`config.mk`:
```
export PLATFORM = sky130hd
export DESIGN_NAME = sdf_r2_stage
export DESIGN_NICKNAME = d
export VERILOG_FILES = /design/src/rtl/sdf_r2_stage.sv
export SDC_FILE = /design/constraint.sdc
export NUM_CORES = 1
export LEC_CHECK = 0
export CELL_PAD_IN_SITES_DETAIL_PLACEMENT = 0
export CELL_PAD_IN_SITES_GLOBAL_PLACEMENT = 1
export CORE_AREA = 2 2 157 159
export CTS_BUF_LIST = sky130_fd_sc_hd__clkbuf_8 sky130_fd_sc_hd__clkbuf_16
export CTS_CLUSTER_SIZE = 25
export DETAILED_ROUTE_END_ITERATION = 10
export DIE_AREA = 0 0 159 161
export PLACE_DENSITY_LB_ADDON = 0.1
export SKIP_CTS_REPAIR_TIMING = 1
export SYNTH_ARGS = -nofsm -noshare
export SYNTH_HDL_FRONTEND = slang
export SYNTH_SLANG_ARGS = --single-unit
```
`constraint.sdc`:
```
create_clock -name clk -period 34.1 [get_ports clk]
set_input_delay 5.115 -clock clk [delete_from_list [all_inputs] [get_ports clk]]
set_output_delay 5.115 -clock clk [all_outputs]
set_load 0.005 [all_outputs]
```
`src/rtl/sdf_r2_stage.sv`:
```
// Radix-2 single-path delay-feedback DIF butterfly stage with stall tolerance and self-draining.
// Optional SDF_ROUND_EN: round-half-up with saturation when SCALE=1.
module sdf_r2_stage #(
   parameter int WIDTH = 8,
   parameter int DELAY = 16,
   parameter int SCALE = 0,
   localparam int OUT_WIDTH = (SCALE != 0) ? WIDTH : WIDTH + 1
) (
   input  logic                        clk,
   input  logic                        rst,
   input  logic                        enable_in,
   input  logic signed [WIDTH-1:0]     in_re,
   input  logic signed [WIDTH-1:0]     in_im,
   output logic                        enable_out,
   output logic signed [OUT_WIDTH-1:0] out_re,
   output logic signed [OUT_WIDTH-1:0] out_im
);

   localparam int CW = $clog2(DELAY) + 1;

   typedef enum logic [1:0] {IDLE, FILL, RUN, DRAIN} state_t;

   state_t                  state;
   state_t                  state_nxt;
   logic [CW-1:0]           cnt;
   logic [CW-1:0]           cnt_nxt;
   logic                    drain_pend;
   logic                    drain_pend_nxt;
   logic                    slot;
   logic                    phase;
   logic                    drain_done;
   logic signed [WIDTH:0]   dl_re [DELAY];
   logic signed [WIDTH:0]   dl_im [DELAY];
   logic signed [WIDTH:0]   x_re;
   logic signed [WIDTH:0]   x_im;
   logic signed [WIDTH:0]   head_re;
   logic signed [WIDTH:0]   head_im;
   logic signed [WIDTH:0]   push_re;
   logic signed [WIDTH:0]   push_im;
   logic signed [WIDTH:0]   res_re;
   logic signed [WIDTH:0]   res_im;

   function automatic logic signed [OUT_WIDTH-1:0] scale_val(input logic signed [WIDTH:0] v);
      logic signed [WIDTH+1:0] r;
      logic signed [OUT_WIDTH-1:0] o;
      r = (WIDTH+2)'(v);
      if (SCALE == 0) begin
         o = OUT_WIDTH'(v);
      end else begin
`ifdef SDF_ROUND_EN
         r = ((WIDTH+2)'(v) + (WIDTH+2)'(1)) >>> 1;
         if (r == (WIDTH+2)'(2**(WIDTH-1))) begin
            o = OUT_WIDTH'(2**(WIDTH-1) - 1);
         end else begin
            o = OUT_WIDTH'(r);
         end
`else
         o = OUT_WIDTH'(r >>> 1);
`endif
      end
      return o;
   endfunction

   // slot decode, butterfly arithmetic and next counter/state
   always_comb begin
      phase   = (state == RUN);
      slot    = enable_in | (state == DRAIN);
      x_re    = enable_in ? (WIDTH+1)'(in_re) : {(WIDTH+1){1'b0}};
      x_im    = enable_in ? (WIDTH+1)'(in_im) : {(WIDTH+1){1'b0}};
      head_re = dl_re[DELAY-1];
      head_im = dl_im[DELAY-1];
      if (phase) begin
         res_re  = head_re + x_re;
         res_im  = head_im + x_im;
         push_re = head_re - x_re;
         push_im = head_im - x_im;
      end else begin
         res_re  = head_re;
         res_im  = head_im;
         push_re = x_re;
         push_im = x_im;
      end
      drain_done     = slot & ~phase & ~enable_in & (cnt == CW'(DELAY - 1));
      cnt_nxt        = cnt;
      drain_pend_nxt = drain_pend;
      if (slot) begin
         // the last drained difference returns the counter to frame start
         if (drain_done) begin
            cnt_nxt        = {CW{1'b0}};
            drain_pend_nxt = 1'b0;
         end else begin
            cnt_nxt = cnt + CW'(1);
            if (phase) begin
               drain_pend_nxt = 1'b1;
            end else begin
               drain_pend_nxt = drain_pend;
            end
         end
      end else begin
         cnt_nxt = cnt;
      end
      if (cnt_nxt[CW-1]) begin
         state_nxt = RUN;
      end else if (drain_pend_nxt) begin
         state_nxt = DRAIN;
      end else if (cnt_nxt == {CW{1'b0}}) begin
         state_nxt = IDLE;
      end else begin
         state_nxt = FILL;
      end
   end

   // control state and registered outputs
   always_ff @(posedge clk) begin
      if (rst) begin
         cnt        <= {CW{1'b0}};
         drain_pend <= 1'b0;
         state      <= IDLE;
         enable_out <= 1'b0;
         out_re     <= {OUT_WIDTH{1'b0}};
         out_im     <= {OUT_WIDTH{1'b0}};
      end else begin
         cnt        <= cnt_nxt;
         drain_pend <= drain_pend_nxt;
         state      <= state_nxt;
         if (slot) begin
            enable_out <= phase | drain_pend;
            out_re     <= scale_val(res_re);
            out_im     <= scale_val(res_im);
         end else begin
            enable_out <= 1'b0;
         end
      end
   end

   // feedback delay line, advances one position per slot
   always_ff @(posedge clk) begin
      if (slot) begin
         dl_re[0] <= push_re;
         dl_im[0] <= push_im;
         for (int i = 1; i < DELAY; i++) begin
            dl_re[i] <= dl_re[i-1];
            dl_im[i] <= dl_im[i-1];
         end
      end
   end

endmodule

```
==> impl_metrics.yaml, run 1 <==
floorplan:
  rows: 57
  initial_core_util_pct: 48.9
  die_area_sq_um: 25600
  io_pins: 38
  core_area_sq_um: 24000
  die_h_um: 161
  die_x_um: 159
final_layout:
  final_core_utilization_pct: 56.5
  finalInstanceArea_sq_um: 13500
  final_nets: 823
  syn_to_final_growth_pct: 15.6
  antenna_cells: 0
  drive_above_1_share_pct: 8.51
worst_setup_path:
  cp_slowest_cell: "buf_4"
  path_class: "input pin to register"
  crit_required_ns: 34.52
  cpPeakStageDelay_ns: 0.85
  cp_cell_sequence: "clkdlybuf4s50_1 -> buf_4 -> a21oi_4 -> inv_8 -> buf_4 -> buf_4 -> o211ai_1 -> a21oi_1"
  cp_num_buf_inv: 5
  crit_top_cell: "buf_4"
  start_kind: "input pin"
  cpLargestDelayFamily: "buffers and inverters"
  cp_data_arrival_time_ns: 8.87
  critPathCaptureType: "register"
  cp_max_fo: 155
logic_synthesis:
  synth_nets: 768
  yosys_warnings: 0
  async_flop_share_pct: 0
  synth_seq_cells: 315
  ys_seq_area_share_pct: 78.5
  ys_types: 60
  synth_flop_cell: "edfxtp_1"
  synth_cells: 707
  synth_area_per_cell_sq_um: 16.6
  synth_edf_count: 288
  synth_area_sq_um: 11700
clock_tree:
  cts_max_level: 2
  numCtsBuffers: 35
  clk_latency_ns: 0.51
  cts_root_buffer: "clkbuf_16"
  clk_pin_slew_ns: 0.06
  clockBufferDepth: 3
  cts_tree: "built"
  clock_sinks: 315
sta:
  max_slew_margin_pct: 25.5
  fin_crit_sh_pct: 24.8
  fmax_mhz: 118
  rsz0062_at_grt: "false"
  tightest_slew_ns: 1.12
  clock-skew-final_ns: 0.0190
  min_period_ns: 8.46
  fin_setup_tns_ns: 0
  setup_violations: 0
  whs_ns: 0.409
  slew_viol_final: 0
  finalHoldViolCount: 0
detailed_routing:
  drt-vias-per-instance: 5.14
  dr.pass1.iters: 4
  drtIter0Drc: 461
  ant_nets: 0
  vias: 5712
  wl_per_cell_um: 17.3
  drcViolationCount: 0
  wl_mm: 19.2
place:
  place_congestion: 0.789
  port_buffers: 37
  dp_hpwl_mm: 10.9
  dpl_cell_area_sq_um: 12400
worst_hold_path:
  holdCritPathClass: "register to register"
global_routing:
  antenna_found_initial: 0
  grt_usage_pct: 15.4
  first_global_vias: 5774
  grt_max_degree: 156
  overflow: 0
  grt_pass1_wl_mm: 31.2
outcome:
  status: "finished clean"
run:
  drv_cap: 0
power:
  p_leak_uw: 0.00487
  p_total_uw: 854
  power.density_nw_per_um2: 63.1
  ir_worst_vdd_mv: 0.0354
-- area by class of cell --
type	count	area, sq um
fill	1931	10400
clock buffer	39	953
tap	324	405
sequential	315	9190
timing repair buffer	43	415
clock inverter	23	159
inverter	36	143
multi-input combinational	331	2280
-- cells by family (layout without fill, tap and decap cells) --
group,after synthesis,after routing,share of synthesized area [%]
simple gates,144,144,5.72
xor+xnor,15,15,1.12
fa+ha+maj,42,42,4.74
buf+inv,61,141,2.10
compound gates,128,128,7.67
mux,2,2,0.182
flops,315,315,78.5
-- synthesized netlist by cell type (all sizes together), types with 2 or more instances --
cell type	instances	area share, %
a211oi	10	0.64
edfxtp	288	74
a22oi	2	0.13
nor2	33	1.1
o2111ai	3	0.22
a31o	3	0.22
ha	38	4.1
nor2b	8	0.43
nand2b	3	0.16
and2	4	0.21
o311a	2	0.18
fa	4	0.68
o31ai	7	0.45
nor3	15	0.64
nand3b	2	0.13
a211o	5	0.37
inv	36	1.2
o21bai	2	0.13
a2bb2oi	2	0.15
nand3	7	0.30
o31a	2	0.15
xor2	2	0.15
nor3b	4	0.26
nand2	55	1.8
nor4	2	0.11
xnor2	13	0.97
or3	4	0.21
o32ai	2	0.15
o21a	10	0.64
o211ai	9	0.58
a311o	2	0.17
o221ai	2	0.15
buf	10	0.47
a21oi	27	1.2
clkbuf	15	0.48
dfxtp	27	4.6
a21o	2	0.13
o21ai	25	1.1
and3	4	0.21
o211a	2	0.17
-- routing by layer --
| metal | part of all wire (%) | vias to the layer above | track usage, % |
|---|---|---|---|
| met2 | 46 | 101 | 23.9 |
| met3 | 4.4 | 42 | 3.29 |
| li1 | - | 2787 | - |
| met5 | 0 | - | 0 |
| met1 | 47 | 2782 | 22.0 |
| met4 | 2.6 | 0 | 5.37 |
-- power breakdown --
part / internal [uW] / switching (uW) / total (uW)
clock: 215 / 142 / 357
combinational: 17.0 / 25.5 / 42.4
sequential: 447 / 8.15 / 455
total: 679 / 175 / 854
-- path summary, 6_finish.rpt --
check                      endpoint  cells after the start  slack, ns              startpoint
min reg2reg  dl_re[1][57]$_DFFE_PN_                      0       0.41  dl_re[1][48]$_DFFE_PN_
min          dl_re[1][57]$_DFFE_PN_                      0       0.41  dl_re[1][48]$_DFFE_PN_
max          out_re[0]$_SDFFE_PP0N_                      8      25.64               enable_in
max reg2reg  out_re[0]$_SDFFE_PP0N_                      6      30.55     state[0]$_SDFF_PP0_
-- state kept, by name, summed over array words and instances, names as in the netlist --
name,count
dl_im,144
drain_pend,1
cnt,5
out_im,9
state,2
enable_out,1
dl_re,144
out_re,9
-- stage by stage --
step / instances / setup slack, ns
finish: 1111 / 25.64
floorplan: 707 / 19.46
detailed placement: 1049 / 24.90
global route: 1111 / 25.13
global placement: 1049 / 25.12
CTS: 1111 / 25.42
-- worst reg2reg max path, delay by kind of cell, from the launching register on --
family,cells,cell delay (ns)
buffers and inverters,3,2.24
AO/OA/AOI/OAI,3,0.76
flip-flops,1,0.47
-- cells in the final DEF, fill, tap and decap left out, types with 4 or more instances in the layout --
cell type and n:
fa_1 4, nor2b_1 7, nor3b_1 4, ha_1 38, a21oi_1 26, or3_1 4
and3_1 4, clkdlybuf4s50_1 37, clkbuf_16 37, dfxtp_1 27, edfxtp_1 288, clkinv_1 5
a211oi_1 10, inv_1 44, nor3_1 15, buf_4 6, xnor2_1 13, a211o_1 5
o21a_1 10, and2_1 4, o211ai_1 9, nand2_1 55, nand3_1 7, o21ai_0 25
nor2_1 32, clkinv_2 4, o31ai_1 7
No activity file was read; power rests on OpenSTA's default activity.
==> run 2, diff against run 1 <==
CORE_AREA = 2 2 161 163   (was 2 2 157 159)
DIE_AREA = 0 0 163 165   (was 0 0 159 161)
clock period = 7.6 ns   (was 34.1 ns; I/O delays follow)
==> impl_metrics.yaml, run 2 (synthesis results as in run 1) <==
worst_setup_path:
  critPathCaptureType: "register"
  cpLargestDelayFamily: "buffers and inverters"
  cp_cell_sequence: "clkdlybuf4s50_1 -> buf_4 -> a21oi_4 -> inv_8 -> buf_4 -> o21ai_0 -> a221oi_1"
  cp_slowest_cell: "buf_4"
  cp_data_arrival_time_ns: 4.13
  cpPeakStageDelay_ns: 0.90
  path_class: "input pin to register"
  crit_top_cell: "buf_4"
  cp_max_fo: 151
  cp_num_buf_inv: 4
  start_kind: "input pin"
  crit_required_ns: 8.07
floorplan:
  rows: 58
  die_area_sq_um: 26900
  core_area_sq_um: 25000
  die_x_um: 163
  die_h_um: 165
  initial_core_util_pct: 46.8
  io_pins: 38
final_layout:
  syn_to_final_growth_pct: 16.0
  layout_common_cells: "edfxtp_1 (288), nand2_1 (55), ha_1 (38)"
  final_nets: 820
  antenna_cells: 0
  final_core_utilization_pct: 54.3
  largestRegisters: "dl_im: 144 flops, dl_re: 144 flops"
  drive_above_1_share_pct: 9.31
  mostFrequentLayoutCell: "edfxtp_1"
global_routing:
  grt_usage_pct: 14.9
  overflow: 0
  antenna_found_initial: 0
  grt_max_degree: 152
  grt_pass1_wl_mm: 30.8
  first_global_vias: 5672
clock_tree:
  clk_pin_slew_ns: 0.06
  numCtsBuffers: 31
  cts_root_buffer: "clkbuf_16"
  cts_max_level: 1
  clock_sinks: 315
  clockBufferDepth: 3
  cts_tree: "built"
  clk_latency_ns: 0.57
sta:
  fin_setup_tns_ns: 0
  setup_violations: 0
  finalHoldViolCount: 0
  fmax_mhz: 273
  fin_crit_sh_pct: 48.2
  setup_slack_ns: 3.94
  slew_viol_final: 0
  tightest_slew_ns: 1.01
  clock-skew-final_ns: 0.0110
  max_slew_margin_pct: 32.4
  rsz0062_at_grt: "false"
  min_period_ns: 3.66
detailed_routing:
  drcViolationCount: 0
  vias: 5788
  drtIter0Drc: 586
  drt-vias-per-instance: 5.20
  dr.pass1.iters: 7
  ant_nets: 0
  wl_per_cell_um: 17.6
  wl_mm: 19.6
place:
  port_buffers: 37
  dp_hpwl_mm: 11.5
  pre_cts_slack_ns: 3.24
  place_congestion: 0.767
run:
  drv_cap: 0
power:
  ir_worst_vdd_mv: 0.174
  power.density_nw_per_um2: 288
  p_leak_uw: 0.00486
worst_hold_path:
  holdCritPathClass: "register to register"
outcome:
  status: "finished clean"
## run 2: where the power goes
part           switching [uW]  internal (uW)
Combinational             117           76.7
Clock                     645           1030
Sequential               36.1           2000
Total                     798           3110
## run 2: cell type report
| type | count | area [sq um] |
|---|---|---|
| fill | 2003 | 11400 |
| sequential | 315 | 9190 |
| multi-input combinational | 331 | 2280 |
| clock buffer | 32 | 790 |
| timing repair buffer | 44 | 423 |
| tap | 330 | 413 |
| clock inverter | 26 | 354 |
| inverter | 36 | 143 |
## run 2: through the flow
stage          cell area [sq um]  hold slack, ns  total power (uW)  std cells
2_1_floorplan              11700           0.400              2210        707
5_1_grt                    13600           0.422              4060       1114
3_3_place_gp               12400           0.401              2270       1056
3_5_place_dp               12400           0.405              2270       1056
6_report                   13600           0.411              3910       1114
4_1_cts                    13600           0.414              3960       1114
## run 2: routing by layer
metal	wire length [um]	global-route usage [%]	share of wire (%)
met4	377	4.51	1.9
met5	0	0	0
met1	9290	21.3	47
met2	8980	23.4	46
met3	925	2.69	4.7
## run 2: worst paths after layout
check	from	end	slack, ns	cells after the start
worst max register to register	state[0]$_SDFF_PP0_	out_re[8]$_SDFFE_PP0N_	4.78	5
worst max-delay path	enable_in	out_re[8]$_SDFFE_PP0N_	3.94	7
worst min-delay path	dl_im[1][50]$_DFFE_PN_	dl_im[1][59]$_DFFE_PN_	0.41	0
worst min register to register	dl_im[1][50]$_DFFE_PN_	dl_im[1][59]$_DFFE_PN_	0.41	0
## run 2: worst reg2reg max path, cell delays in order, from the launching register on
cell	delay (ns)
dfxtp_1	0.49
a21oi_4	0.13
inv_8	0.67
buf_4	0.94
o21ai_0	0.22
a221oi_1	0.28
